--- src/rtl/qc_ldpc_iter_ctrl_pkg.sv ---
// Shared types for the QC-LDPC iteration controller: code dimensions, FSM states, shift-table entry.
// Pure declarations; no logic, no latency.
package ldpc_pkg;
   localparam int R_DEF      = 5;
   localparam int C_DEF      = 3;
   localparam int D_DEF      = 8;
   localparam int ITER_W_DEF = 6;
   localparam int SHIFT_W    = $clog2(D_DEF);

   typedef enum logic [1:0] {
      IDLE  = 2'd0,
      ITER  = 2'd1,
      CHECK = 2'd2,
      DONE  = 2'd3
   } state_e;

   typedef struct packed {
      logic               en;
      logic [SHIFT_W-1:0] shift;
   } shift_ent_t;
endpackage

--- src/rtl/qc_ldpc_iter_ctrl_if.sv ---
// Config, control and decision bus between the iteration controller and its decoder datapath.
// Plain wires; no latency, no flow control beyond the start/iter_go/dec_valid protocol.
interface qc_ldpc_iter_ctrl_if import ldpc_pkg::*; #(
   parameter int R      = R_DEF,
   parameter int C      = C_DEF,
   parameter int D      = D_DEF,
   parameter int ITER_W = ITER_W_DEF
);
   localparam int AW = $clog2(C*R);
   localparam int SW = $clog2(D);

   logic              cfg_we;
   logic [AW-1:0]     cfg_addr;
   logic [SW-1:0]     cfg_shift;
   logic              cfg_en;
   logic              start;
   logic [ITER_W-1:0] max_iter;
   logic              iter_go;
   logic              dec_valid;
   logic [R*D-1:0]    dec_in;
   logic              busy;
   logic              done;
   logic              success;
   logic [ITER_W-1:0] iter_cnt;
   logic [R*D-1:0]    dec_out;

   modport master (
      output cfg_we, cfg_addr, cfg_shift, cfg_en, start, max_iter, dec_valid, dec_in,
      input  iter_go, busy, done, success, iter_cnt, dec_out
   );

   modport slave (
      input  cfg_we, cfg_addr, cfg_shift, cfg_en, start, max_iter, dec_valid, dec_in,
      output iter_go, busy, done, success, iter_cnt, dec_out
   );
endinterface

--- src/rtl/qc_ldpc_iter_ctrl_row_syndrome.sv ---
// D parity checks of one block-row: XOR of every enabled block-column rotated by its circulant shift.
// Purely combinational; no backpressure.
module qc_row_syndrome import ldpc_pkg::*; #(
   parameter int R = R_DEF,
   parameter int D = D_DEF
) (
   input  shift_ent_t       ent_i [R],
   input  logic [R*D-1:0]   dec_i,
   output logic [D-1:0]     syn_o
);
   logic [D-1:0] blk;

   always_comb begin
      syn_o = '0;
      blk   = '0;
      for (int j = 0; j < R; j++) begin
         blk = dec_i[j*D +: D];
         // Rotate right so bit k picks variable (k + shift) mod D; a zero shift leaves blk as is.
         if (ent_i[j].en)
            syn_o = syn_o ^ ((blk >> ent_i[j].shift) | (blk << (D - int'(ent_i[j].shift))));
      end
   end
endmodule

--- src/rtl/qc_ldpc_iter_ctrl.sv ---
// QC-LDPC iteration controller: launches iterations, checks the syndrome one block-row per cycle.
// C+1 cycles from dec_valid to done or the next iter_go; start and table writes are ignored while busy.
module qc_ldpc_iter_ctrl import ldpc_pkg::*; #(
   parameter int R      = R_DEF,
   parameter int C      = C_DEF,
   parameter int D      = D_DEF,
   parameter int ITER_W = ITER_W_DEF
) (
   input  logic               clk,
   input  logic               rst,
   qc_ldpc_iter_ctrl_if.slave bus
);
   localparam int AW = $clog2(C*R);
   localparam int RW = (C > 1) ? $clog2(C) : 1;

   state_e            state_q, state_d;
   shift_ent_t        tbl_q [C][R];
   shift_ent_t        row_ent [R];
   logic [ITER_W-1:0] lim_q, lim_d, cnt_q, cnt_d;
   logic [RW-1:0]     row_q, row_d;
   logic [R*D-1:0]    dec_q, dec_d;
   logic              nz_q, nz_d, succ_q, succ_d;
   logic              go_q, go_d, done_q, done_d;
   logic [D-1:0]      row_syn;
   logic [SHIFT_W:0]  shift_mod;
   logic              idle_like, last_row, nz_final;

   assign idle_like = (state_q == IDLE) || (state_q == DONE);
   assign last_row  = (row_q == RW'(C-1));
   assign nz_final  = nz_q | (|row_syn);
   // One extra bit keeps the modulus representable when D is a power of two.
   assign shift_mod = {1'b0, bus.cfg_shift} % (SHIFT_W+1)'(D);

   always_comb begin
      for (int j = 0; j < R; j++) row_ent[j] = tbl_q[row_q][j];
   end

   qc_row_syndrome #(.R(R), .D(D)) u_row (
      .ent_i (row_ent),
      .dec_i (dec_q),
      .syn_o (row_syn)
   );

   always_ff @(posedge clk or negedge rst) begin
      if (!rst) begin
         for (int i = 0; i < C; i++)
            for (int j = 0; j < R; j++)
               tbl_q[i][j] <= '{en: 1'b1, shift: '0};
      end else if (bus.cfg_we && idle_like) begin
         for (int i = 0; i < C; i++)
            for (int j = 0; j < R; j++)
               if (bus.cfg_addr == AW'(i*R + j))
                  tbl_q[i][j] <= '{en: bus.cfg_en, shift: shift_mod[SHIFT_W-1:0]};
      end
   end

   always_ff @(posedge clk or negedge rst) begin
      if (!rst) state_q <= IDLE;
      else      state_q <= state_d;
   end

   always_comb begin
      state_d = state_q;
      case (state_q)
         IDLE, DONE: if (bus.start) state_d = ITER;
         ITER:       if (bus.dec_valid) state_d = CHECK;
         CHECK:      if (last_row) state_d = (!nz_final || cnt_q == lim_q) ? DONE : ITER;
         default:    state_d = IDLE;
      endcase
      go_d   = (state_d == ITER) && (state_q != ITER);
      done_d = (state_d == DONE) && (state_q != DONE);
   end

   always_comb begin
      lim_d  = lim_q;
      cnt_d  = cnt_q;
      row_d  = row_q;
      dec_d  = dec_q;
      nz_d   = nz_q;
      succ_d = succ_q;
      if (bus.start && idle_like) begin
         lim_d  = (bus.max_iter == '0) ? ITER_W'(1) : bus.max_iter;
         cnt_d  = '0;
         succ_d = 1'b0;
      end
      if (state_q == ITER && bus.dec_valid) begin
         dec_d = bus.dec_in;
         cnt_d = cnt_q + ITER_W'(1);
         nz_d  = 1'b0;
         row_d = '0;
      end
      if (state_q == CHECK) begin
         nz_d  = nz_final;
         row_d = row_q + RW'(1);
         if (last_row && !nz_final) succ_d = 1'b1;
      end
   end

   always_ff @(posedge clk or negedge rst) begin
      if (!rst) begin
         lim_q  <= '0;
         cnt_q  <= '0;
         row_q  <= '0;
         dec_q  <= '0;
         nz_q   <= 1'b0;
         succ_q <= 1'b0;
         go_q   <= 1'b0;
         done_q <= 1'b0;
      end else begin
         lim_q  <= lim_d;
         cnt_q  <= cnt_d;
         row_q  <= row_d;
         dec_q  <= dec_d;
         nz_q   <= nz_d;
         succ_q <= succ_d;
         go_q   <= go_d;
         done_q <= done_d;
      end
   end

   always_comb begin
      bus.busy     = (state_q == ITER) || (state_q == CHECK);
      bus.iter_go  = go_q;
      bus.done     = done_q;
      bus.success  = succ_q;
      bus.iter_cnt = cnt_q;
      bus.dec_out  = dec_q;
   end
endmodule
--- src/flat_wrapper.sv ---
// flat-port wrapper written by rule: the top's interface ports become plain ports
module qc_ldpc_iter_ctrl_flat import ldpc_pkg::*;
#(
   parameter int R      = R_DEF,
   parameter int C      = C_DEF,
   parameter int D      = D_DEF,
   parameter int ITER_W = ITER_W_DEF
)
  (clk, rst, bus_cfg_we, bus_cfg_addr, bus_cfg_shift, bus_cfg_en, bus_start, bus_max_iter, bus_dec_valid, bus_dec_in, bus_iter_go, bus_busy, bus_done, bus_success, bus_iter_cnt, bus_dec_out);
  qc_ldpc_iter_ctrl_if #(.R(R), .C(C), .D(D), .ITER_W(ITER_W)) bus_i ();
  input  logic clk;
  input  logic rst;
  input wire logic [$bits(bus_i.cfg_we)-1:0] bus_cfg_we;
  input wire logic [$bits(bus_i.cfg_addr)-1:0] bus_cfg_addr;
  input wire logic [$bits(bus_i.cfg_shift)-1:0] bus_cfg_shift;
  input wire logic [$bits(bus_i.cfg_en)-1:0] bus_cfg_en;
  input wire logic [$bits(bus_i.start)-1:0] bus_start;
  input wire logic [$bits(bus_i.max_iter)-1:0] bus_max_iter;
  input wire logic [$bits(bus_i.dec_valid)-1:0] bus_dec_valid;
  input wire logic [$bits(bus_i.dec_in)-1:0] bus_dec_in;
  output wire logic [$bits(bus_i.iter_go)-1:0] bus_iter_go;
  output wire logic [$bits(bus_i.busy)-1:0] bus_busy;
  output wire logic [$bits(bus_i.done)-1:0] bus_done;
  output wire logic [$bits(bus_i.success)-1:0] bus_success;
  output wire logic [$bits(bus_i.iter_cnt)-1:0] bus_iter_cnt;
  output wire logic [$bits(bus_i.dec_out)-1:0] bus_dec_out;
  assign bus_i.cfg_we = bus_cfg_we;
  assign bus_i.cfg_addr = bus_cfg_addr;
  assign bus_i.cfg_shift = bus_cfg_shift;
  assign bus_i.cfg_en = bus_cfg_en;
  assign bus_i.start = bus_start;
  assign bus_i.max_iter = bus_max_iter;
  assign bus_i.dec_valid = bus_dec_valid;
  assign bus_i.dec_in = bus_dec_in;
  assign bus_iter_go = bus_i.iter_go;
  assign bus_busy = bus_i.busy;
  assign bus_done = bus_i.done;
  assign bus_success = bus_i.success;
  assign bus_iter_cnt = bus_i.iter_cnt;
  assign bus_dec_out = bus_i.dec_out;
  qc_ldpc_iter_ctrl #(.R(R), .C(C), .D(D), .ITER_W(ITER_W)) u_core (.clk(clk), .rst(rst), .bus(bus_i));
endmodule
--- config.mk ---
export PLATFORM = sky130hd
export DESIGN_NAME = qc_ldpc_iter_ctrl_flat
export DESIGN_NICKNAME = d
export VERILOG_FILES = /design/src/rtl/qc_ldpc_iter_ctrl_pkg.sv /design/src/rtl/qc_ldpc_iter_ctrl_if.sv /design/src/rtl/qc_ldpc_iter_ctrl_row_syndrome.sv /design/src/rtl/qc_ldpc_iter_ctrl.sv /design/src/flat_wrapper.sv
export SDC_FILE = /design/constraint.sdc
export NUM_CORES = 1
export LEC_CHECK = 0
export ABC_CLOCK_PERIOD_IN_PS = 5300
export BUFFER_PORTS_ARGS = -buffer_cell sky130_fd_sc_hd__buf_2
export CELL_PAD_IN_SITES_DETAIL_PLACEMENT = 1
export CELL_PAD_IN_SITES_GLOBAL_PLACEMENT = 2
export CORE_MARGIN = 3
export CORE_UTILIZATION = 37
export DETAILED_ROUTE_END_ITERATION = 12
export GPL_TIMING_DRIVEN = 0
export HOLD_SLACK_MARGIN = 0.02
export PLACE_DENSITY = 0.86
export SLEW_MARGIN = 30
export SYNTH_ARGS = -nofsm -noshare
export SYNTH_HDL_FRONTEND = slang
export SYNTH_SLANG_ARGS = --single-unit
export TNS_END_PERCENT = 5
--- constraint.sdc ---
create_clock -name clk -period 5.3 [get_ports clk]
set_input_delay 1.06 -clock clk [delete_from_list [all_inputs] [get_ports clk]]
set_output_delay 1.06 -clock clk [all_outputs]
set_load 0.05 [all_outputs]
==> flow_summary_export.csv <==
group,metric,value,unit
grt,grt_pass1_wl,51000,µm
clock_network,cts_hold_buf,0,
final_layout,ff_latch_area,3020,µm²
clock_network,clk_pin_slew,0.06,ns
placed_design,dpl.hpwl,24100,µm
logic_synthesis,syn_nets,1113,
sta,fmax,0.201,GHz
sta,slew_violations,0,
final_layout,design_area,10900,µm²
final_layout,nNetsFinal,1240,
die,die-width,165,µm
logic_synthesis,synth_ff_type,"dfrtp_1",
logic_synthesis,synth.cell_area,9330,µm²
grt,grt_max_degree,72,
placed_design,port_buffers,108,
hold_path,hold_start,"u_core.tbl_q[46]$_DFFE_PN0P_",
logic_synthesis,synth-seq-cells,120,
worst_setup_path,worstRegToRegCells,17,
logic_synthesis,seq_area_frac_synth,32.4,%
die,rows,57,
final_layout,antennaDiodeCount,0,
worst_setup_path,path_delay_family,"buffers and inverters",
worst_setup_path,slowest_stage,"mux4_2",
final_layout,layout_commonest_cell,"nand2_1",
drt,remaining_drc_errors,0,
placed_design,dp_cells,1477,
drt,dr.pass1.iters,5,
run_status,status,"completed",
sta,slew_headroom,33.4,%
die,initial_core_util,38.0,%
grt,grt-ovfl-total,0,
worst_setup_path,worstPathMaxFanout,10,
die,core_area,24500,µm²
sta,setup_viol,0,
worst_setup_path,path_common_cell,"buf_4",
sta,worst_pin_slew,0.998,ns
worst_setup_path,critPathCapture,"u_core.bus.done$_DFF_PN0_",
sta,tns,0,ns
worst_setup_path,crit_arrival,5.29,ns
worst_setup_path,crit_chain,"buf_2 -> buf_4 -> nand3b_1 -> o21ai_4 -> inv_2 -> buf_4 -> ha_1 -> inv_1 -> mux4_2 -> o32ai_1 -> a31oi_1 -> xnor2_1 -> xor2_1 -> xnor3_1 -> nor4b_4 -> a21oi_2 -> nor4b_2",
worst_setup_path,r2r_slack,0.33,ns
worst_setup_path,cp-end-kind,"flop",
die,fp.dieArea,27200,µm²
sta,layout_min_cycle_time,4.97,ns
clock_network,tritoncts,"done",
logic_synthesis,synth_cells,1044,
worst_setup_path,critical_path_class,"reg -> reg",
grt,antenna_found_initial,0,
clock_network,cts_max_path_buffers,2,
drt,num_vias,8811,
die,die_y,165,µm
die,num_io_pins,109,
sta,fin_skew,0.0125,ns
worst_setup_path,reg2reg_from,"u_core.row_q[1]$_DFFE_PN0P_",
grt,grt_pass1_vias,8780,
drt,wl,33000,µm
final_layout,multiInputGateArea,5880,µm²
placed_design,postPlaceCellArea,10300,µm²
final_layout,fillers,2964,
logic_synthesis,syn_area_per_cell,8.94,µm²
worst_setup_path,critPathLaunchType,"flop",
worst_setup_path,cpPeakStageDelay,0.55,ns
drt,antenna_left,0,
logic_synthesis,ys_warn_count,0,
sta,hold_slack,0.507,ns
final_layout,drive_gt1_share,27.5,%
final_layout,fin_cells,1508,
clock_network,htreeDepth,4,
logic_synthesis,async_flop_share,100,%
placed_design,gp_congestion,0.935,
clock_network,numCtsBuffers,17,
sta,hold_violations,0,
drt,wl_per_cell,21.9,µm
sta,post-route-period-util,93.7,%
worst_setup_path,required,5.63,ns
worst_setup_path,worstSetupStartpoint,"u_core.row_q[1]$_DFFE_PN0P_",
worst_setup_path,r2r-end,"u_core.bus.done$_DFF_PN0_",
drt,drtIter0Drc,591,
hold_path,min_path_type,"reg -> reg",
final_layout,layout_common_cells,"196 x nand2_1, 126 x buf_2, 105 x dfrtp_1",
logic_synthesis,synth_cell_types,82,
clock_network,clock_sinks,120,
drt,routed_via_density,5.84,
sta,rsz0062_at_grt,"no",
clock_network,cts_root_buf,"clkbuf_16",
worst_setup_path,critPathBufInv,5,
worst_setup_path,cp.depth,17,
clock_network,clk_latency,0.43,ns
flow_run,cap_viol_max_count,0,
final_layout,syn2layout_area_growth,16.9,%
logic_synthesis,synth_edf_count,0,
grt,grt_usage,24.3,%
worst min-delay path by stage:
stage	depth (start not counted)	slack, ns	end
after detailed placement	1	0.49	u_core.tbl_q[49]$_DFFE_PN0P_
after floorplan	2	0.47	u_core.lim_q[0]$_DFFE_PN0P_
final	1	0.51	u_core.tbl_q[46]$_DFFE_PN0P_
after global routing	1	0.53	u_core.tbl_q[30]$_DFFE_PN0P_
after global placement	1	0.49	u_core.tbl_q[58]$_DFFE_PN0P_
after CTS	1	0.51	u_core.tbl_q[46]$_DFFE_PN0P_
sequential cells by signal (all words and copies together) (netlist names):
name,flops
u_core.bus.dec_out,40
u_core.bus.done,1
u_core.bus.iter_cnt,6
u_core.bus.iter_go,1
u_core.bus.success,1
u_core.lim_q,6
u_core.nz_q,1
u_core.row_q,2
u_core.state_q,2
u_core.tbl_q,60
routing by layer:
metal  up-vias  routed length, µm  global-route usage, %
met3        50               1780                   3.74
met1      4410              14900                   33.3
li1       4093                  -                      -
met2       258              15400                   39.0
met5         -                  0                      0
met4         0                890                   8.92
stage by stage:
stage               setup slack [ns]  utilization, %
global placement              0.0183            41.9
floorplan                       1.23               -
CTS                           0.0683            44.4
detailed placement           0.00539            42.1
global route                  0.0393            44.5
finish                         0.333            44.5
cell type report:
type                       count  share of cell area [%]
inverter                      34                    1.17
buffer                        63                    2.93
multi-input combinational    825                    53.9
timing repair buffer         110                    5.37
tap                          324                    3.72
clock inverter                15                    1.30
sequential                   120                    27.7
clock buffer                  17                    3.90
Yosys cell counts, types with 19 or more instances:
master	number	share of area, %
nand2_1	196	7.9
dfrtp_1	105	28
mux2_2	80	9.7
o21ai_0	68	3.6
nor2_1	58	2.3
mux2i_1	51	5.5
a21oi_1	40	2.1
clkbuf_1	36	1.4
nand3_1	29	1.6
o211ai_1	29	2.3
inv_1	24	0.97
buf_2	19	1.0
repair_timing:
item | 4_1_cts | 5_1_grt
resized for setup | 1 | 5
setup endpoints to repair | 2 | 5
pin swaps | 0 | 1
buffers inserted | 0 | 1
logic make-up after synthesis:
family / count (synthesis) / share of synthesized area (%)
and+or+nand+nor: 353 / 17.0
xor gates and xnor gates: 34 / 4.30
adders and majority gates: 10 / 1.34
buffers and inverters: 99 / 4.84
DFF: 120 / 32.4
AOI/OAI and AO/OA: 279 / 21.0
muxes: 149 / 19.2
Power is not shown: default switching activity piles up to over one toggle a cycle in this logic, so the estimate is an artifact.
